[src/rtl/multicycle_control.sv]
// Multicycle RISC-V control FSM: fetch/decode/execute/mem/writeback sequencing.
// Optional terminal illegal-instruction trap: MULTICYCLE_CONTROL_TRAP_EN.
module multicycle_control #(
  parameter int MEM_LAT = 0
) (
  input  logic       clk,
  input  logic       reset_n,
  input  logic [6:0] op,
  input  logic [2:0] funct3,
  input  logic       funct7b5,
  input  logic       zero,
  output logic       pcwrite,
  output logic       adrsrc,
  output logic       memwrite,
  output logic       irwrite,
  output logic       regwrite,
  output logic [1:0] resultsrc,
  output logic [1:0] alusrca,
  output logic [1:0] alusrcb,
  output logic [1:0] immsrc,
  output logic [2:0] alucontrol,
  output logic       illegal_instr
);

  typedef enum logic [3:0] {
    S_FETCH, S_DECODE, S_MEMADR, S_MEMREAD,
    S_MEMWB, S_MEMWRITE, S_EXECR, S_EXECI,
    S_ALUWB, S_JAL, S_BEQ, S_ILLEGAL
  } state_t;

  localparam logic [6:0] OP_LW  = 7'b0000011;
  localparam logic [6:0] OP_SW  = 7'b0100011;
  localparam logic [6:0] OP_R   = 7'b0110011;
  localparam logic [6:0] OP_I   = 7'b0010011;
  localparam logic [6:0] OP_JAL = 7'b1101111;
  localparam logic [6:0] OP_BEQ = 7'b1100011;
  localparam logic [3:0] LAT    = 4'(MEM_LAT);

  state_t     state_q, state_d;
  logic [3:0] cnt_q, cnt_d;
  logic       last;
  logic [2:0] alu_dec;
  logic       f3_bad;

  always_ff @(posedge clk) begin
    if (!reset_n) begin
      state_q <= S_FETCH;
      cnt_q   <= '0;
    end else begin
      state_q <= state_d;
      cnt_q   <= cnt_d;
    end
  end

  assign last = (cnt_q == LAT);

  always_comb begin
    alu_dec = 3'b000;
    f3_bad  = 1'b0;
    unique case (funct3)
      3'b000:  alu_dec = (op == OP_R && funct7b5) ? 3'b001 : 3'b000;
      3'b110:  alu_dec = 3'b011;
      3'b111:  alu_dec = 3'b010;
      default: f3_bad  = 1'b1;
    endcase
  end

  always_comb begin
    state_d    = state_q;
    cnt_d      = '0;
    pcwrite    = 1'b0;
    adrsrc     = 1'b0;
    memwrite   = 1'b0;
    irwrite    = 1'b0;
    regwrite   = 1'b0;
    resultsrc  = 2'b00;
    alusrca    = 2'b00;
    alusrcb    = 2'b00;
    alucontrol = 3'b000;
    unique case (op)
      OP_SW:   immsrc = 2'b01;
      OP_BEQ:  immsrc = 2'b10;
      OP_JAL:  immsrc = 2'b11;
      default: immsrc = 2'b00;
    endcase
    unique case (state_q)
      S_FETCH: begin
        alusrcb   = 2'b10;
        resultsrc = 2'b10;
        irwrite   = last;
        pcwrite   = last;
        if (last) state_d = S_DECODE;
        else      cnt_d   = cnt_q + 4'd1;
      end
      S_DECODE: begin
        alusrca = 2'b01;
        alusrcb = 2'b01;
        unique case (op)
          OP_LW, OP_SW: state_d = S_MEMADR;
          OP_R:         state_d = S_EXECR;
          OP_I:         state_d = S_EXECI;
          OP_JAL:       state_d = S_JAL;
          OP_BEQ:       state_d = S_BEQ;
          default:      state_d = S_ILLEGAL;
        endcase
      end
      S_MEMADR: begin
        alusrca = 2'b10;
        alusrcb = 2'b01;
        state_d = (op == OP_LW) ? S_MEMREAD : S_MEMWRITE;
      end
      S_MEMREAD: begin
        adrsrc = 1'b1;
        if (last) state_d = S_MEMWB;
        else      cnt_d   = cnt_q + 4'd1;
      end
      S_MEMWB: begin
        resultsrc = 2'b01;
        regwrite  = 1'b1;
        state_d   = S_FETCH;
      end
      S_MEMWRITE: begin
        adrsrc   = 1'b1;
        memwrite = last;
        if (last) state_d = S_FETCH;
        else      cnt_d   = cnt_q + 4'd1;
      end
      S_EXECR, S_EXECI: begin
        alusrca    = 2'b10;
        alusrcb    = (state_q == S_EXECI) ? 2'b01 : 2'b00;
        alucontrol = alu_dec;
        state_d    = f3_bad ? S_ILLEGAL : S_ALUWB;
      end
      S_ALUWB: begin
        regwrite = 1'b1;
        state_d  = S_FETCH;
      end
      S_JAL: begin
        alusrca = 2'b01;
        alusrcb = 2'b10;
        pcwrite = 1'b1;
        state_d = S_ALUWB;
      end
      S_BEQ: begin
        alusrca    = 2'b10;
        alucontrol = 3'b001;
        pcwrite    = zero;
        state_d    = S_FETCH;
      end
      default: begin
`ifdef MULTICYCLE_CONTROL_TRAP_EN
        state_d = S_ILLEGAL;
`else
        state_d = S_FETCH;
`endif
      end
    endcase
    // reset cycle: no strobe fires and every select reads as zero
    if (!reset_n) begin
      pcwrite    = 1'b0;
      adrsrc     = 1'b0;
      memwrite   = 1'b0;
      irwrite    = 1'b0;
      regwrite   = 1'b0;
      resultsrc  = 2'b00;
      alusrca    = 2'b00;
      alusrcb    = 2'b00;
      immsrc     = 2'b00;
      alucontrol = 3'b000;
    end
  end

`ifdef MULTICYCLE_CONTROL_TRAP_EN
  logic illegal_q, illegal_d;

  assign illegal_d = illegal_q | (state_d == S_ILLEGAL);

  always_ff @(posedge clk) begin
    if (!reset_n) illegal_q <= 1'b0;
    else          illegal_q <= illegal_d;
  end

  assign illegal_instr = reset_n & illegal_q;
`else
  assign illegal_instr = 1'b0;
`endif

endmodule

[config.mk]
export PLATFORM = sky130hd
export DESIGN_NAME = multicycle_control
export DESIGN_NICKNAME = d
export VERILOG_FILES = /design/src/rtl/multicycle_control.sv
export SDC_FILE = /design/constraint.sdc
export NUM_CORES = 1
export LEC_CHECK = 0
export BUFFER_PORTS_ARGS = -buffer_cell sky130_fd_sc_hd__clkbuf_2
export CAP_MARGIN = 10
export CORE_MARGIN = 1
export CORE_UTILIZATION = 50
export DETAILED_ROUTE_END_ITERATION = 8
export GPL_ROUTABILITY_DRIVEN = 0
export HOLD_SLACK_MARGIN = 0.06
export PLACE_DENSITY = 0.84
export SYNTH_ARGS = -nofsm -noshare
export SYNTH_HDL_FRONTEND = slang
export SYNTH_SLANG_ARGS = --single-unit
[constraint.sdc]
create_clock -name clk -period 2.5 [get_ports clk]
set_input_delay 0.125 -clock clk [delete_from_list [all_inputs] [get_ports clk]]
set_output_delay 0.125 -clock clk [all_outputs]
set_load 0.02 [all_outputs]
==> flow_metrics.tcl, run 1 <==
set metrics [dict create \
    outcome "finished, final reports clean" \
    synth.area.top_cells "dfxtp_1, nor3_1, xnor2_1" \
    slew_violations 0 \
    cp.required_ps 2380 \
    avgSynthCellArea_um2 7.11 \
    fp.dieH_um 41.4 \
    io_buffers 28 \
    path_cells "inv_1 -> ha_1 -> or3b_2 -> or3_1 -> a2bb2oi_1 -> a21oi_1 -> clkbuf_2" \
    min_period_over_period 0.879 \
    critPathCaptureType "output pin" \
    arrival_ps 2070 \
    dp_cells 142 \
    ys_types 43 \
    rsz0062_at_grt "no" \
    antenna_left 0 \
    post_cts_buffers 0 \
    tightest_slew_ps 554 \
    period_needed_ps 2200 \
    clkLatencyLatePin_ps 250 \
    overflow 0 \
    antenna_found_initial 0 \
    synth-seq-cells 8 \
    cts_sinks 8 \
    vias_per_cell 5.90 \
    die_area_um2 1710 \
    crit_slowest_cell "or3b_2" \
    nFillCells 130 \
    slew_headroom 0.630 \
    core_area_um2 1370 \
    tns_ps 0 \
    postCtsResizedCells 0 \
    grt_use_total 0.236 \
    numCtsBuffers 3 \
    hold_class "primary input to flip-flop" \
    max_stage_delay_ps 460 \
    dpl_cell_area_um2 867 \
    final_cell_count_no_fill 145 \
    cp_max_fo 4 \
    regArea_um2 160 \
    finalClockSkew_ps 4.26 \
    nets 148 \
    vias 856 \
    start_util 0.567 \
    dr.pass1.iters 4 \
    antenna_cells 0 \
    ys_warn_count 0 \
    syn_inst 109 \
    yosysTopAreaCellShare 0.207 \
    finalSetupViolCount 0 \
    drc_errors 0 \
    routed_wirelength_um 1730 \
    place.detailed.hpwl_um 1360 \
    grt_max_degree 19 \
    multi_input_area_um2 518 \
    cts_tree "done" \
    peakVddDrop_mv 0.377 \
    wire_per_inst_um 11.9 \
    cts-root-buf "clkbuf_4" \
    grt_pass1_wl_um 2700 \
    power.density_nw_per_um2 804 \
    drt_iter0_markers 16 \
    final_area_um2 890 \
    num_io_pins 31 \
    crit_type "flip-flop to output pin" \
    std_cell_rows 13 \
    finalHoldViolCount 0 \
    synth_seq_area_share 0.207 \
    ctsHoldBuffers 0 \
    die_w_um 41.4 \
    grt_pass1_vias 665 \
    layout-drive-gt1-share 0.269 \
    area_delta_synth_final_pct 14.9 \
    synth_area_leader_cell "dfxtp_1" \
    h-tree-depth 1 \
    synthesis.area_um2 774 \
    crit_family "simple AND/OR/NAND/NOR gates" \
    path_clk_slew_ps 50 \
    path_buf_inv 2 \
    cp-start-kind "flip-flop" \
    cellLeakagePower_uw 0.000376 \
    ctsLongestPathBuffers 2 \
    drv_cap 0 \
    fmax_mhz 455 \
]
[path summary, 6_finish.rpt]
path               from          to  slack [ps]  cells after the start
min               op[4]  state_q[2]         280                      3
min reg2reg    cnt_q[0]    cnt_q[0]         480                      1
max reg2reg  state_q[1]  state_q[2]         730                      4
max            cnt_q[0]     pcwrite         300                      7
[registers in the layout (all words and copies together) (netlist names)]
name	cells
cnt_q	4
state_q	4
[where the power goes]
part           internal [uW]  total (uW)  switching [uW]
logic                    164         388             224
registers                149         233            83.8
clock network           54.6        94.0            39.3
total                    368         715             347
[per-layer routing]
layer  track usage  vias up  wire length [um]
li1              -      435                 -
met5             0        -                 0
met2         0.453       29               880
met1         0.265      392               761
met4             0        0                 0
met3        0.0798        0                87
[cell usage after synthesis, drive strengths merged]
cell / count
nand3b: 2
xor2: 1
nand3: 8
or3b: 1
nor3: 11
a221oi: 1
nor2: 10
nand2: 5
a2bb2oi: 1
and4: 1
o311ai: 1
a211o: 1
o32ai: 1
or2b: 1
nand4: 1
mux2i: 1
buf: 5
a21oi: 6
ha: 2
clkbuf: 6
nor3b: 1
or3: 2
a21boi: 2
conb: 1
o21ai: 2
nand4b: 1
and4b: 1
o31ai: 1
and2b: 1
inv: 8
xnor2: 5
o22ai: 2
dfxtp: 8
nor4: 3
or4: 1
a311oi: 1
nand2b: 2
o2111ai: 1
[worst min-delay path, delay by kind of cell]
family          cells  cell delay, ps
buf+inv             1             120
compound gates      2             230
[cells by family after synthesis]
group	share of synthesized area
xor gates and xnor gates	0.0679
other	0.00484
and+or+nand+nor	0.368
DFF	0.207
buffers and inverters	0.129
adders and majority gates	0.0323
muxes	0.0129
AOI/OAI and AO/OA	0.178
[area by class of cell]
class	instances	share of cell area
clock buffer	3	0.0253
inverter	8	0.0338
multi-input combinational	83	0.582
sequential	8	0.180
tap	15	0.0211
timing repair buffer	28	0.158
[per-stage QoR]
stage          total power (uW)  worst slack, ps  hold WS, ps   util
4_1_cts                     719              281          263  0.651
3_3_place_gp                607              618          445  0.635
5_1_grt                     785              142          329  0.651
2_1_floorplan               544              598          348      -
3_5_place_dp                622              556          471  0.635
6_report                    715              302          281  0.651
[layout by cell type (no fill, tap or decap), types with 2 or more instances in the layout]
master | Yosys | routed
nand3_1 | 8 | 8
nor4_1 | 3 | 3
nand2_1 | 5 | 5
dfxtp_1 | 8 | 8
ha_1 | 2 | 2
clkbuf_4 | 0 | 3
clkbuf_2 | 2 | 28
inv_1 | 8 | 8
o21ai_0 | 2 | 2
or3_1 | 2 | 2
o22ai_1 | 2 | 2
nor3_1 | 11 | 11
a21oi_1 | 6 | 6
xnor2_1 | 5 | 5
nor2_1 | 10 | 10
nand2b_1 | 2 | 2
nand3b_1 | 2 | 2
conb_1 | 1 | 2
a21boi_0 | 2 | 2
Note: power is estimated with default switching activity, not from simulation.
==> run 2, diff against run 1 <==
--- a/config.mk
+++ b/config.mk
@@ -11,8 +11,10 @@
 export CORE_UTILIZATION = 50
 export DETAILED_ROUTE_END_ITERATION = 8
 export GPL_ROUTABILITY_DRIVEN = 0
+export GPL_TIMING_DRIVEN = 0
 export HOLD_SLACK_MARGIN = 0.06
 export PLACE_DENSITY = 0.84
+export REMOVE_ABC_BUFFERS = 1
 export SYNTH_ARGS = -nofsm -noshare
 export SYNTH_HDL_FRONTEND = slang
 export SYNTH_SLANG_ARGS = --single-unit
==> flow_metrics.tcl, run 2 (same netlist as run 1, synthesis figures left out) <==
set metrics [dict create \
    cp_max_fo 4 \
    antenna_cells 0 \
    die_w_um 41.4 \
    start_util 0.567 \
    cellLeakagePower_uw 0.000376 \
    postCtsResizedCells 0 \
    ctsHoldBuffers 0 \
    antenna_left 0 \
    die_area_um2 1710 \
    nFillCells 143 \
    finalClockSkew_ps 7.04 \
    tns_ps 0 \
    fmax_mhz 458 \
    dr.pass1.iters 4 \
    numCtsBuffers 3 \
    grt_use_met1 0.282 \
    nets 148 \
    layout-drive-gt1-share 0.269 \
    rsz0062_at_grt "no" \
    mostFrequentLayoutCell "clkbuf_2" \
    r2r_setup_slack_ps 740 \
    post_cts_buffers 0 \
    period_needed_ps 2180 \
    finalHoldViolCount 0 \
    finalSetupViolCount 0 \
    overflow 0 \
    final_cell_count_no_fill 145 \
    grt_max_degree 19 \
    hold_class "primary input to flip-flop" \
    hold_path.startpoint "op[4]" \
    cts_sinks 8 \
    cp.required_ps 2380 \
    drv_cap 0 \
    tightest_slew_ps 588 \
    antenna_found_initial 0 \
    routed_wirelength_um 1680 \
    dp_cells 142 \
    area_delta_synth_final_pct 14.9 \
    p_total_uw 712 \
    peakVddDrop_mv 0.511 \
    path_clk_slew_ps 50 \
    slew_headroom 0.608 \
    vias_per_cell 5.92 \
    grt_pass1_vias 632 \
    std_cell_rows 13 \
    regArea_um2 160 \
    final_cell_mix "clkbuf_2, nor3_1, nor2_1" \
    r2r-start "state_q[1]" \
    crit_start "cnt_q[0]" \
    cts-root-buf "clkbuf_4" \
    power.density_nw_per_um2 800 \
    wire_per_inst_um 11.6 \
    cp-start-kind "flip-flop" \
    grt.busiest_layer "met2" \
    num_io_pins 31 \
    fin_util 0.651 \
    io_buffers 28 \
    critPathCaptureType "output pin" \
    arrival_ps 2060 \
    min_period_over_period 0.874 \
    place.detailed.hpwl_um 1310 \
    drc_errors 0 \
    crit_type "flip-flop to output pin" \
    grt_use_total 0.218 \
    grt_util_met2 0.379 \
    top_regs "cnt_q (4), state_q (4)" \
    h-tree-depth 1 \
    drt_iter0_markers 7 \
    fp.dieH_um 41.4 \
    slew_violations 0 \
    grt_pass1_wl_um 2550 \
    ctsLongestPathBuffers 2 \
    core_area_um2 1370 \
    multi_input_area_um2 518 \
    vias 859 \
    clkLatencyLatePin_ps 250 \
    cts_tree "done" \
    outcome "finished, final reports clean" \
    grt_use_met3 0.0638 \
]
run 2: cell counts in the layout (fill, tap and decap cells not counted):
Identical to the previous run, type by type.
run 2: final cells by class:
type,count,area share
Tap cell,15,0.0211
Inverter,8,0.0338
Timing Repair Buffer,28,0.158
Multi-Input combinational cell,83,0.582
Clock buffer,3,0.0253
Sequential cell,8,0.180
run 2: critical path: stages, from the launching register on:
cell and delay, ps:
dfxtp_1 330, inv_1 60, ha_1 120, or3b_2 470, or3_1 370, a2bb2oi_1 150
a21oi_1 140, clkbuf_2 180
run 2: routing by layer:
metal  part of all wire  wire, um  up-vias
met1               0.48       804      396
met5                  0         0        -
met2               0.47       780       29
met4                  0         0        0
li1                   -         -      434
met3              0.054        91        0
run 2: final timing paths:
check | cells after the start | endpoint
setup / recovery | 7 | pcwrite
hold / removal | 3 | state_q[2]
setup reg to reg | 4 | state_q[2]
hold reg to reg | 1 | cnt_q[0]
run 2: through the flow:
stage | cell area, um^2 | hold WS, ps | worst slack [ps]
final | 890 | 264 | 316
after global routing | 890 | 273 | 204
after CTS | 890 | 254 | 306
after detailed placement | 867 | 453 | 580
after global placement | 867 | 444 | 591
after floorplan | 708 | 348 | 594
run 2: power breakdown:
part / internal, uW / switching (uW)
sequential: 149 / 83.6
clock: 54.7 / 40.9
combinational: 164 / 219
total: 368 / 344
